File: src/rtl/qdrc_arb_pkg.sv
// rtl/qdrc_arb_pkg.sv - shared types and constants for the two-port QDR arbiter
package qdrc_arb_pkg;

  localparam int NUM_PORTS      = 2;
  localparam int DEF_RD_LATENCY = 9;

  typedef logic port_id_t;

  typedef struct packed {
    logic     valid;
    port_id_t port;
  } tag_t;

  function automatic logic [NUM_PORTS-1:0] port_onehot(input port_id_t p);
    port_onehot    = '0;
    port_onehot[p] = 1'b1;
  endfunction

endpackage

File: src/rtl/qdrc_arbiter_if.sv
// rtl/qdrc_arbiter_if.sv - requester-side bus of the QDR arbiter (both ports packed)
interface qdrc_arbiter_if
  import qdrc_arb_pkg::*;
#(
  parameter int DATA_WIDTH = 36,
  parameter int ADDR_WIDTH = 21
);

  logic [NUM_PORTS-1:0]              req;
  logic [NUM_PORTS-1:0]              we;
  logic [NUM_PORTS*ADDR_WIDTH-1:0]   addr;
  logic [NUM_PORTS*2*DATA_WIDTH-1:0] wr_data;
  logic [NUM_PORTS-1:0]              ack;
  logic [2*DATA_WIDTH-1:0]           rd_data;
  logic [NUM_PORTS-1:0]              rd_dvld;

  modport master (
    output req, we, addr, wr_data,
    input  ack, rd_data, rd_dvld
  );

  modport slave (
    input  req, we, addr, wr_data,
    output ack, rd_data, rd_dvld
  );

endinterface

File: src/rtl/qdrc_arb_tag_pipe.sv
// rtl/qdrc_arb_tag_pipe.sv - RD_LATENCY-deep {valid, port} shift register that
// steers each read return to the port that issued it.
module qdrc_arb_tag_pipe
  import qdrc_arb_pkg::*;
#(
  parameter int RD_LATENCY = DEF_RD_LATENCY
) (
  input  logic                 clk0,
  input  logic                 reset_n,
  input  logic                 push_valid,
  input  port_id_t             push_port,
  output logic [NUM_PORTS-1:0] dvld
);

  tag_t [RD_LATENCY-1:0] stage_q;
  tag_t [RD_LATENCY-1:0] stage_d;

  always_comb begin
    stage_d[0].valid = push_valid;
    stage_d[0].port  = push_port;
    for (int i = 1; i < RD_LATENCY; i++) begin
      stage_d[i] = stage_q[i-1];
    end
  end

  // Reset clears every stage so reads in flight at reset never return.
  always_ff @(posedge clk0 or negedge reset_n) begin
    if (!reset_n) begin
      stage_q <= '0;
    end else begin
      stage_q <= stage_d;
    end
  end

  assign dvld = stage_q[RD_LATENCY-1].valid ? port_onehot(stage_q[RD_LATENCY-1].port) : '0;

endmodule

File: src/rtl/qdrc_arbiter.sv
// rtl/qdrc_arbiter.sv - two-port round-robin arbiter in front of a QDR controller user port.
// QDRC_ARB_FIXED_PRIO_EN: when defined, port 0 always wins contention (no last-grant pointer).
module qdrc_arbiter
  import qdrc_arb_pkg::*;
#(
  parameter int DATA_WIDTH = 36,
  parameter int ADDR_WIDTH = 21,
  parameter int RD_LATENCY = DEF_RD_LATENCY
) (
  input  logic                    clk0,
  input  logic                    reset_n,
  input  logic                    phy_rdy,
  qdrc_arbiter_if.slave           bus,
  output logic                    usr_rd_strb,
  output logic                    usr_wr_strb,
  output logic [ADDR_WIDTH-1:0]   usr_addr,
  output logic [2*DATA_WIDTH-1:0] usr_wr_data,
  input  logic [2*DATA_WIDTH-1:0] usr_rd_data
);

  localparam int WORD_W = 2*DATA_WIDTH;

  port_id_t             sel;
  logic [NUM_PORTS-1:0] ack;
  logic                 xfer;
  logic [ADDR_WIDTH-1:0] grant_addr;
  logic [WORD_W-1:0]    grant_wdata;

  logic                  rd_strb_q, rd_strb_d;
  logic                  wr_strb_q, wr_strb_d;
  logic [ADDR_WIDTH-1:0] addr_q, addr_d;
  logic [WORD_W-1:0]     wdata_q, wdata_d;
  port_id_t              owner_q, owner_d;

`ifdef QDRC_ARB_FIXED_PRIO_EN
  always_comb begin
    sel = ~bus.req[0];
  end
`else
  port_id_t last_q, last_d;

  // Under contention the port not granted most recently wins.
  always_comb begin
    if (&bus.req) begin
      sel = ~last_q;
    end else begin
      sel = bus.req[1];
    end
    last_d = xfer ? sel : last_q;
  end

  always_ff @(posedge clk0 or negedge reset_n) begin
    if (!reset_n) begin
      last_q <= 1'b1;
    end else begin
      last_q <= last_d;
    end
  end
`endif

  // ack sees only req, phy_rdy and registered state; reset_n keeps it quiet during reset.
  always_comb begin
    if (reset_n && phy_rdy) begin
      ack = bus.req & port_onehot(sel);
    end else begin
      ack = '0;
    end
    xfer = |ack;
  end

  assign grant_addr  = sel ? bus.addr[2*ADDR_WIDTH-1:ADDR_WIDTH] : bus.addr[ADDR_WIDTH-1:0];
  assign grant_wdata = sel ? bus.wr_data[2*WORD_W-1:WORD_W]      : bus.wr_data[WORD_W-1:0];

  always_comb begin
    rd_strb_d = 1'b0;
    wr_strb_d = 1'b0;
    addr_d    = addr_q;
    wdata_d   = wdata_q;
    owner_d   = owner_q;
    if (xfer) begin
      rd_strb_d = ~bus.we[sel];
      wr_strb_d = bus.we[sel];
      addr_d    = grant_addr;
      wdata_d   = grant_wdata;
      owner_d   = sel;
    end
  end

  always_ff @(posedge clk0 or negedge reset_n) begin
    if (!reset_n) begin
      rd_strb_q <= 1'b0;
      wr_strb_q <= 1'b0;
      addr_q    <= '0;
      wdata_q   <= '0;
      owner_q   <= 1'b0;
    end else begin
      rd_strb_q <= rd_strb_d;
      wr_strb_q <= wr_strb_d;
      addr_q    <= addr_d;
      wdata_q   <= wdata_d;
      owner_q   <= owner_d;
    end
  end

  qdrc_arb_tag_pipe #(
    .RD_LATENCY (RD_LATENCY)
  ) u_tag_pipe (
    .clk0       (clk0),
    .reset_n    (reset_n),
    .push_valid (rd_strb_q),
    .push_port  (owner_q),
    .dvld       (bus.rd_dvld)
  );

  assign bus.ack      = ack;
  assign bus.rd_data  = usr_rd_data;
  assign usr_rd_strb  = rd_strb_q;
  assign usr_wr_strb  = wr_strb_q;
  assign usr_addr     = addr_q;
  assign usr_wr_data  = wdata_q;

endmodule

File: src/flat_wrapper.sv
// flat-port wrapper written by rule: the top's interface ports become plain ports
module qdrc_arbiter_flat import qdrc_arb_pkg::*;
#(
  parameter int DATA_WIDTH = 36,
  parameter int ADDR_WIDTH = 21,
  parameter int RD_LATENCY = DEF_RD_LATENCY
)
  (clk0, reset_n, phy_rdy, usr_rd_strb, usr_wr_strb, usr_addr, usr_wr_data, usr_rd_data, bus_req, bus_we, bus_addr, bus_wr_data, bus_ack, bus_rd_data, bus_rd_dvld);
  qdrc_arbiter_if #(.DATA_WIDTH(DATA_WIDTH), .ADDR_WIDTH(ADDR_WIDTH)) bus_i ();
  input  logic clk0;
  input  logic reset_n;
  input  logic phy_rdy;
  output logic usr_rd_strb;
  output logic usr_wr_strb;
  output logic [ADDR_WIDTH-1:0] usr_addr;
  output logic [2*DATA_WIDTH-1:0] usr_wr_data;
  input  logic [2*DATA_WIDTH-1:0] usr_rd_data;
  input wire logic [$bits(bus_i.req)-1:0] bus_req;
  input wire logic [$bits(bus_i.we)-1:0] bus_we;
  input wire logic [$bits(bus_i.addr)-1:0] bus_addr;
  input wire logic [$bits(bus_i.wr_data)-1:0] bus_wr_data;
  output wire logic [$bits(bus_i.ack)-1:0] bus_ack;
  output wire logic [$bits(bus_i.rd_data)-1:0] bus_rd_data;
  output wire logic [$bits(bus_i.rd_dvld)-1:0] bus_rd_dvld;
  assign bus_i.req = bus_req;
  assign bus_i.we = bus_we;
  assign bus_i.addr = bus_addr;
  assign bus_i.wr_data = bus_wr_data;
  assign bus_ack = bus_i.ack;
  assign bus_rd_data = bus_i.rd_data;
  assign bus_rd_dvld = bus_i.rd_dvld;
  qdrc_arbiter #(.DATA_WIDTH(DATA_WIDTH), .ADDR_WIDTH(ADDR_WIDTH), .RD_LATENCY(RD_LATENCY)) u_core (.clk0(clk0), .reset_n(reset_n), .phy_rdy(phy_rdy), .bus(bus_i), .usr_rd_strb(usr_rd_strb), .usr_wr_strb(usr_wr_strb), .usr_addr(usr_addr), .usr_wr_data(usr_wr_data), .usr_rd_data(usr_rd_data));
endmodule
File: config.mk
export PLATFORM = sky130hd
export DESIGN_NAME = qdrc_arbiter_flat
export DESIGN_NICKNAME = d
export VERILOG_FILES = /design/src/rtl/qdrc_arb_pkg.sv /design/src/rtl/qdrc_arbiter_if.sv /design/src/rtl/qdrc_arb_tag_pipe.sv /design/src/rtl/qdrc_arbiter.sv /design/src/flat_wrapper.sv
export SDC_FILE = /design/constraint.sdc
export NUM_CORES = 1
export LEC_CHECK = 0
export BUFFER_PORTS_ARGS = -buffer_cell sky130_fd_sc_hd__buf_2
export CORE_AREA = 2 2 168 170
export CTS_CLUSTER_DIAMETER = 100
export DETAILED_ROUTE_END_ITERATION = 10
export DIE_AREA = 0 0 170 172
export PLACE_DENSITY = 0.52
export SLEW_MARGIN = 0
export SYNTH_ARGS = -nofsm -noshare
export SYNTH_HDL_FRONTEND = slang
export SYNTH_SLANG_ARGS = --single-unit
File: constraint.sdc
create_clock -name clk0 -period 1.3 [get_ports clk0]
set_input_delay 0.26 -clock clk0 [delete_from_list [all_inputs] [get_ports clk0]]
set_output_delay 0.26 -clock clk0 [all_outputs]
set_load 0.01 [all_outputs]
# --- Word-level counts from Yosys, hierarchy flattened ---
# Cells that the tools add are included.
word_totals:
  register_bits: 115
  input_bits: 265
  output_inout_bits: 171
  wordCells: 49
classes:
  magnitude_cmp: 4
  muxes: 13
  n_bitwise: 3
  n_reduce_logical: 5
ops:
  columns: ["op", "n"]
  rows:
  - ["two-way mux 72 bit", 1]
  - ["two-way mux 21 bit", 1]
  - ["two-way mux 1 bit", 7]
  - ["less-than comparator 1 x 2 -> 1 bit (second input constant)", 2]
  - ["two-way mux 2 bit", 2]
  - ["logical AND 1 bit", 3]
  - ["AND 2 bit", 1]
  - ["demux 1 bit (select 1 bit)", 2]
  - [">= comparator 1 bit (second input constant)", 2]
  - ["inverter 1 bit", 2]
  - ["AND reduction 2 bit", 1]
  - ["OR reduction 2 bit", 1]

# --- Depth between registers and ports, before layout ---
depth:
  word_depth: 10
  depth_mapped: 5
  depth_no_buf: 3

# --- Hierarchy ---
# From an unflattened synthesis, not the netlist that was laid out.
unflattened:
  hier_cells: 615
  hier_area_um2: 5367.6
modules_own_cells:
  columns: ["module", "n_inst", "cells_each", "area_per_inst_um2", "seq_area_each_um2"]
  rows:
  - ["qdrc_arbiter", 1, 595, 4901.0, 2428.6]
  - ["qdrc_arb_tag_pipe", 1, 20, 466.7, 450.4]

# --- Least setup slack after synthesis ---
# Ideal clock, no wire load.
synth_path:
  path_type: "register to register"
  startpoint: "register u_core.last_q"
  endpoint: "register u_core.wdata_q[38], in the netlist u_core.usr_wr_data[38]"
  setup_time_ps: 77
  arrival_ps: 1199
  required_time_ps: 1223
  setup_slack_ps: 23
  stages_incl_launch_ff: 6
  n_path_buf: 2
  synth_period_minus_slack_ps: 1277
  cell_sequence: "dfstp_2 > a21bo_2 > buf_2 > buf_2 > nand2_1 > a21oi_1"
synth_via:
  elab_chain_len: 9
  word_cells_on_any_way: 11
  cone_classes: "2 x order compare; 5 x mux; 2 x bitwise; 2 x reduce/logical"
synth_rtl:
  columns: ["item", "line", "text"]
  rows:
  - ["start: declaration", "qdrc_arbiter.sv:40", "port_id_t last_q, last_d;"]
  - ["start signal: assignment", "qdrc_arbiter.sv:56", "last_q <= last_d;"]
  - ["inverter 1 bit *", "qdrc_arbiter.sv:45", "sel = ~last_q;"]
  - ["two-way mux 1 bit *", "qdrc_arbiter.sv:44", "if (&bus.req) begin"]
  - ["less-than comparator 1 x 2 -> 1 bit (not written as such) or >= comparator 1 bit (tied branches)", "qdrc_arb_pkg.sv:16", "port_onehot[p] = 1'b1;"]
  - ["logical AND 1 bit (not written as such)", "qdrc_arb_pkg.sv:16", null]
  - ["two-way mux 1 bit (not written as such)", "qdrc_arb_pkg.sv:16", null]
  - ["demux 1 bit (select 1 bit)", null, null]
  - ["AND 2 bit", "qdrc_arbiter.sv:64", "ack = bus.req & port_onehot(sel);"]
  - ["two-way mux 2 bit", "qdrc_arbiter.sv:63", "if (reset_n && phy_rdy) begin"]
  - ["OR reduction 2 bit", "qdrc_arbiter.sv:68", "xfer = |ack;"]
  - ["end signal: assignment", "qdrc_arbiter.sv:100", "wdata_q <= wdata_d;"]
  - ["end: declaration", "qdrc_arbiter.sv:32", "logic [WORD_W-1:0] wdata_q, wdata_d;"]
# Mark *: on every way between the ends. The rest lies on a longest branch, timed or not.
# A chain may end at the register's enable or synchronous reset.

# --- Worst setup path in the final report ---
layout_path:
  startpoint: "register u_core.last_q"
  endpoint: "output port bus_ack[1]"
layout_via:
  elab_chain_len: 8
  word_cells_on_any_way: 9
  cone_classes: "2 x order compare; 4 x mux; 2 x bitwise; 1 x reduce/logical"
layout_rtl:
  columns: ["item", "line", "text"]
  rows:
  - ["inverter 1 bit *", "qdrc_arbiter.sv:45", null]
  - ["two-way mux 1 bit *", "qdrc_arbiter.sv:44", null]
  - ["less-than comparator 1 x 2 -> 1 bit (not written as such) or >= comparator 1 bit (tied branches)", "qdrc_arb_pkg.sv:16", null]
  - ["logical AND 1 bit (not written as such)", "qdrc_arb_pkg.sv:16", null]
  - ["two-way mux 1 bit (not written as such)", "qdrc_arb_pkg.sv:16", null]
  - ["demux 1 bit (select 1 bit) *", null, null]
  - ["AND 2 bit *", "qdrc_arbiter.sv:64", null]
  - ["two-way mux 2 bit *", "qdrc_arbiter.sv:63", null]
  - ["end: declaration", "flat_wrapper.sv:22", "output wire logic [$bits(bus_i.ack)-1:0] bus_ack;"]
# Marked as above.

==> flow_summary_export.csv <==
group,metric,value,unit
critical_path,crit_path_start_kind,"flop",
min_path,hold_class,"primary input to async pin",
detailed_routing,wl_met2,10.6,mm
finish,multi_input_area,2070,um^2
critical_path,worstPathMaxFanout,4,
logic_synthesis,synth_flop_cell,"dfrtp_1",
logic_synthesis,synth_cells,615,
timing,setup_viol,97,
logic_synthesis,synth_top_area_share,53.2,%
finish,final_cell_mix,"288 x buf_2, 121 x a21oi_1, 114 x dfrtp_1",
finish,final_util,30.1,%
grt,antenna_found_initial,0,
logic_synthesis,synthTopCellsByArea,"dfrtp_1 53%, a21oi_1 17%, buf_4 11%",
placement,place_ws,-0.160,ns
timing,final-hold-violation-count,0,
detailed_routing,routedWlPerCell,18.2,um
critical_path,required,1.04,ns
detailed_routing,wl_met3,1.88,mm
flow_run,drv_cap,0,
finish,fin_cells,1222,
cts,clockBufferDepth,2,
die,die-area,29200,um^2
timing,finalClockSkew,0.00781,ns
detailed_routing,drtAntennaViolNets,0,
die,ioPinCount,436,
timing,max-slew-margin-rel,57.5,%
logic_synthesis,async_flop_share,100,%
status,run_status,"complete, but fails checks",
grt,grt_usage,14.5,%
logic_synthesis,yosysTopAreaCell,"dfrtp_1",
cts,cts.sinks,115,
die,core.rowCount,61,
placement,port_buffers,291,
cts,cts_tree,"built",
detailed_routing,drt_iter0_markers,185,
die,dieWidth,170,um
timing,worst_pin_slew,0.638,ns
timing,slew_violations,0,
grt,grt_pass1_vias,5267,
detailed_routing,drt-met1-wl,9.05,mm
timing,rsz0062_at_grt,"true",
critical_path,critPathKind,"flop to output port",
logic_synthesis,synth_edf_count,0,
power,ir_drop,732,uV
power,leakagePower,3.96,nW
finish,nFillCells,2966,
logic_synthesis,ys_ff_latch,115,
grt,grt_max_degree,115,
placement,dp_cells,1155,
detailed_routing,via_per_inst,4.30,
critical_path,cp_slowest_stage_delay,0.56,ns
cts,cts_buffers,17,
logic_synthesis,ys_warn_count,0,
finish,layout_commonest_cell,"buf_2",
die,initial_core_util,19.5,%
detailed_routing,drcViolationCount,0,
critical_path,cp_data_arrival_time,1.35,ns
timing,min_period,1.61,ns
logic_synthesis,synth_cell_types,19,
finish,stdcell_area,8280,um^2
timing,max_freq,621,MHz
logic_synthesis,syn_area,5360,um^2
finish,n_antenna_cell,0,
power,power_density,1510,nW/um^2
timing,layout_setup_ws,-0.311,ns
grt,grt.overflow.total,0,
detailed_routing,vias,5249,
finish,regArea,2880,um^2
finish,syn2layout_area_growth,54.3,%
logic_synthesis,ys_seq_area_share,53.7,%
finish,drive_gt1_share,51.9,%
die,core_area,27500,um^2
critical_path,critPathCaptureType,"output port",
cts,clk_pin_slew,0.07,ns
cts,cts-root-buf,"clkbuf_16",
logic_synthesis,synth.avg_cell_area,8.72,um^2
grt,grt_pass1_wl,31.5,mm
cts,htreeDepth,4,
critical_path,cp_slowest_cell,"dfstp_2",
timing,fin_setup_tns,-17.40,ns
timing,fin_crit_sh,124,%
detailed_routing,highest_layer,"met4",
detailed_routing,first_pass_iters,4,
detailed_routing,totalWireLength,22.3,mm
placement,placedInstanceArea,6760,um^2
placement,place.gp.congestion,0.757,
finish,fin_nets,1128,
placement,dp_hpwl,14.3,mm
critical_path,crit_chain,"a21boi_4 > and3_4 > buf_6",
die,dieHeight,172,um
status,violations,"negative setup slack",
logic_synthesis,synth_fp_nets,880,
cts,clock_latency,0.41,ns
==> registers in the layout, indices dropped and copies added (netlist names) <==
register	count
u_core.usr_wr_data	72
u_core.u_tag_pipe.stage_d	16
u_core.owner_q	1
u_core.usr_wr_strb	1
u_core.last_q	1
u_core.usr_addr	21
u_core.usr_rd_strb	1
u_core.u_tag_pipe.stage_q	2
==> cell families (layout without fill, tap and decap cells) <==
family,Yosys count,after routing,share of synthesized area (%)
buffers and inverters,112,373,13.9
flip-flops,115,115,53.7
multiplexers,1,1,0.187
AND/OR/NAND/NOR,195,195,13.9
AO/OA/AOI/OAI,192,192,18.4
==> area by class of cell <==
cell class / count / area share (%)
Multi-Input combinational cell: 388 / 25.0
Clock buffer: 17 / 5.14
Clock inverter: 15 / 1.92
Timing Repair Buffer: 341 / 28.0
Sequential cell: 115 / 34.8
Tap cell: 346 / 5.23
==> report_power, final <==
part | switching, W | internal [W]
sequential | 0.000321 | 0.00420
clock | 0.00187 | 0.00284
combinational | 0.00172 | 0.00152
total | 0.00391 | 0.00855
==> synthesized netlist by cell type, drive strengths merged (2+ instances only) <==
cell type and n:
a21oi 186, and2 2, buf 102, clkbuf 10, dfrtp 114, nand2 94
nand3 2, nor2 95
==> per-stage QoR <==
stage | power (W) | hold WS (ns)
finish | 0.0125 | 0.00104
global route | 0.0132 | 0.0431
CTS | 0.0125 | -0.198
detailed placement | 0.00706 | 0.252
global placement | 0.00706 | 0.249
floorplan | 0.00594 | -0.0356
==> per-layer routing <==
layer  up-vias  GRT usage, %
li1       2460             -
met2       250          23.7
met3        49          4.46
met4         0          6.13
met1      2490          17.7
met5         -             0
==> final timing paths <==
check | start | endpoint | slack, ns | cells after the start
hold reg to reg | u_core.u_tag_pipe.stage_d[6] | u_core.u_tag_pipe.stage_d[8] | 0.35 | 0
max in group asynchronous | reset_n | u_core.usr_addr[10] | 0.83 | 2
setup reg to reg | u_core.last_q | u_core.usr_wr_data[61] | -0.27 | 7
setup / recovery | u_core.last_q | bus_ack[1] | -0.31 | 3
min in group clk0 | bus_wr_data[42] | u_core.usr_wr_data[42] | 0.07 | 3
hold / removal | reset_n | u_core.usr_wr_strb | 0.001 | 2
==> repair_timing <==
action / CTS / global route
endpoints found under the hold margin: 1 / 1
cloned: 10 / 1
resized for setup: 50 / 53
pin swaps: 6 / 4
setup buffers: 21 / 3
endpoints found under the setup margin: 88 / 99
==> worst max-delay path, delay by kind of cell (launching register included) <==
| family | cells | cell delay [ns] |
|---|---|---|
| buffers and inverters | 1 | 0.12 |
| DFF | 1 | 0.56 |
| AOI/OAI and AO/OA | 1 | 0.07 |
| and+or+nand+nor | 1 | 0.19 |
No activity file was read; power rests on OpenSTA's default activity.
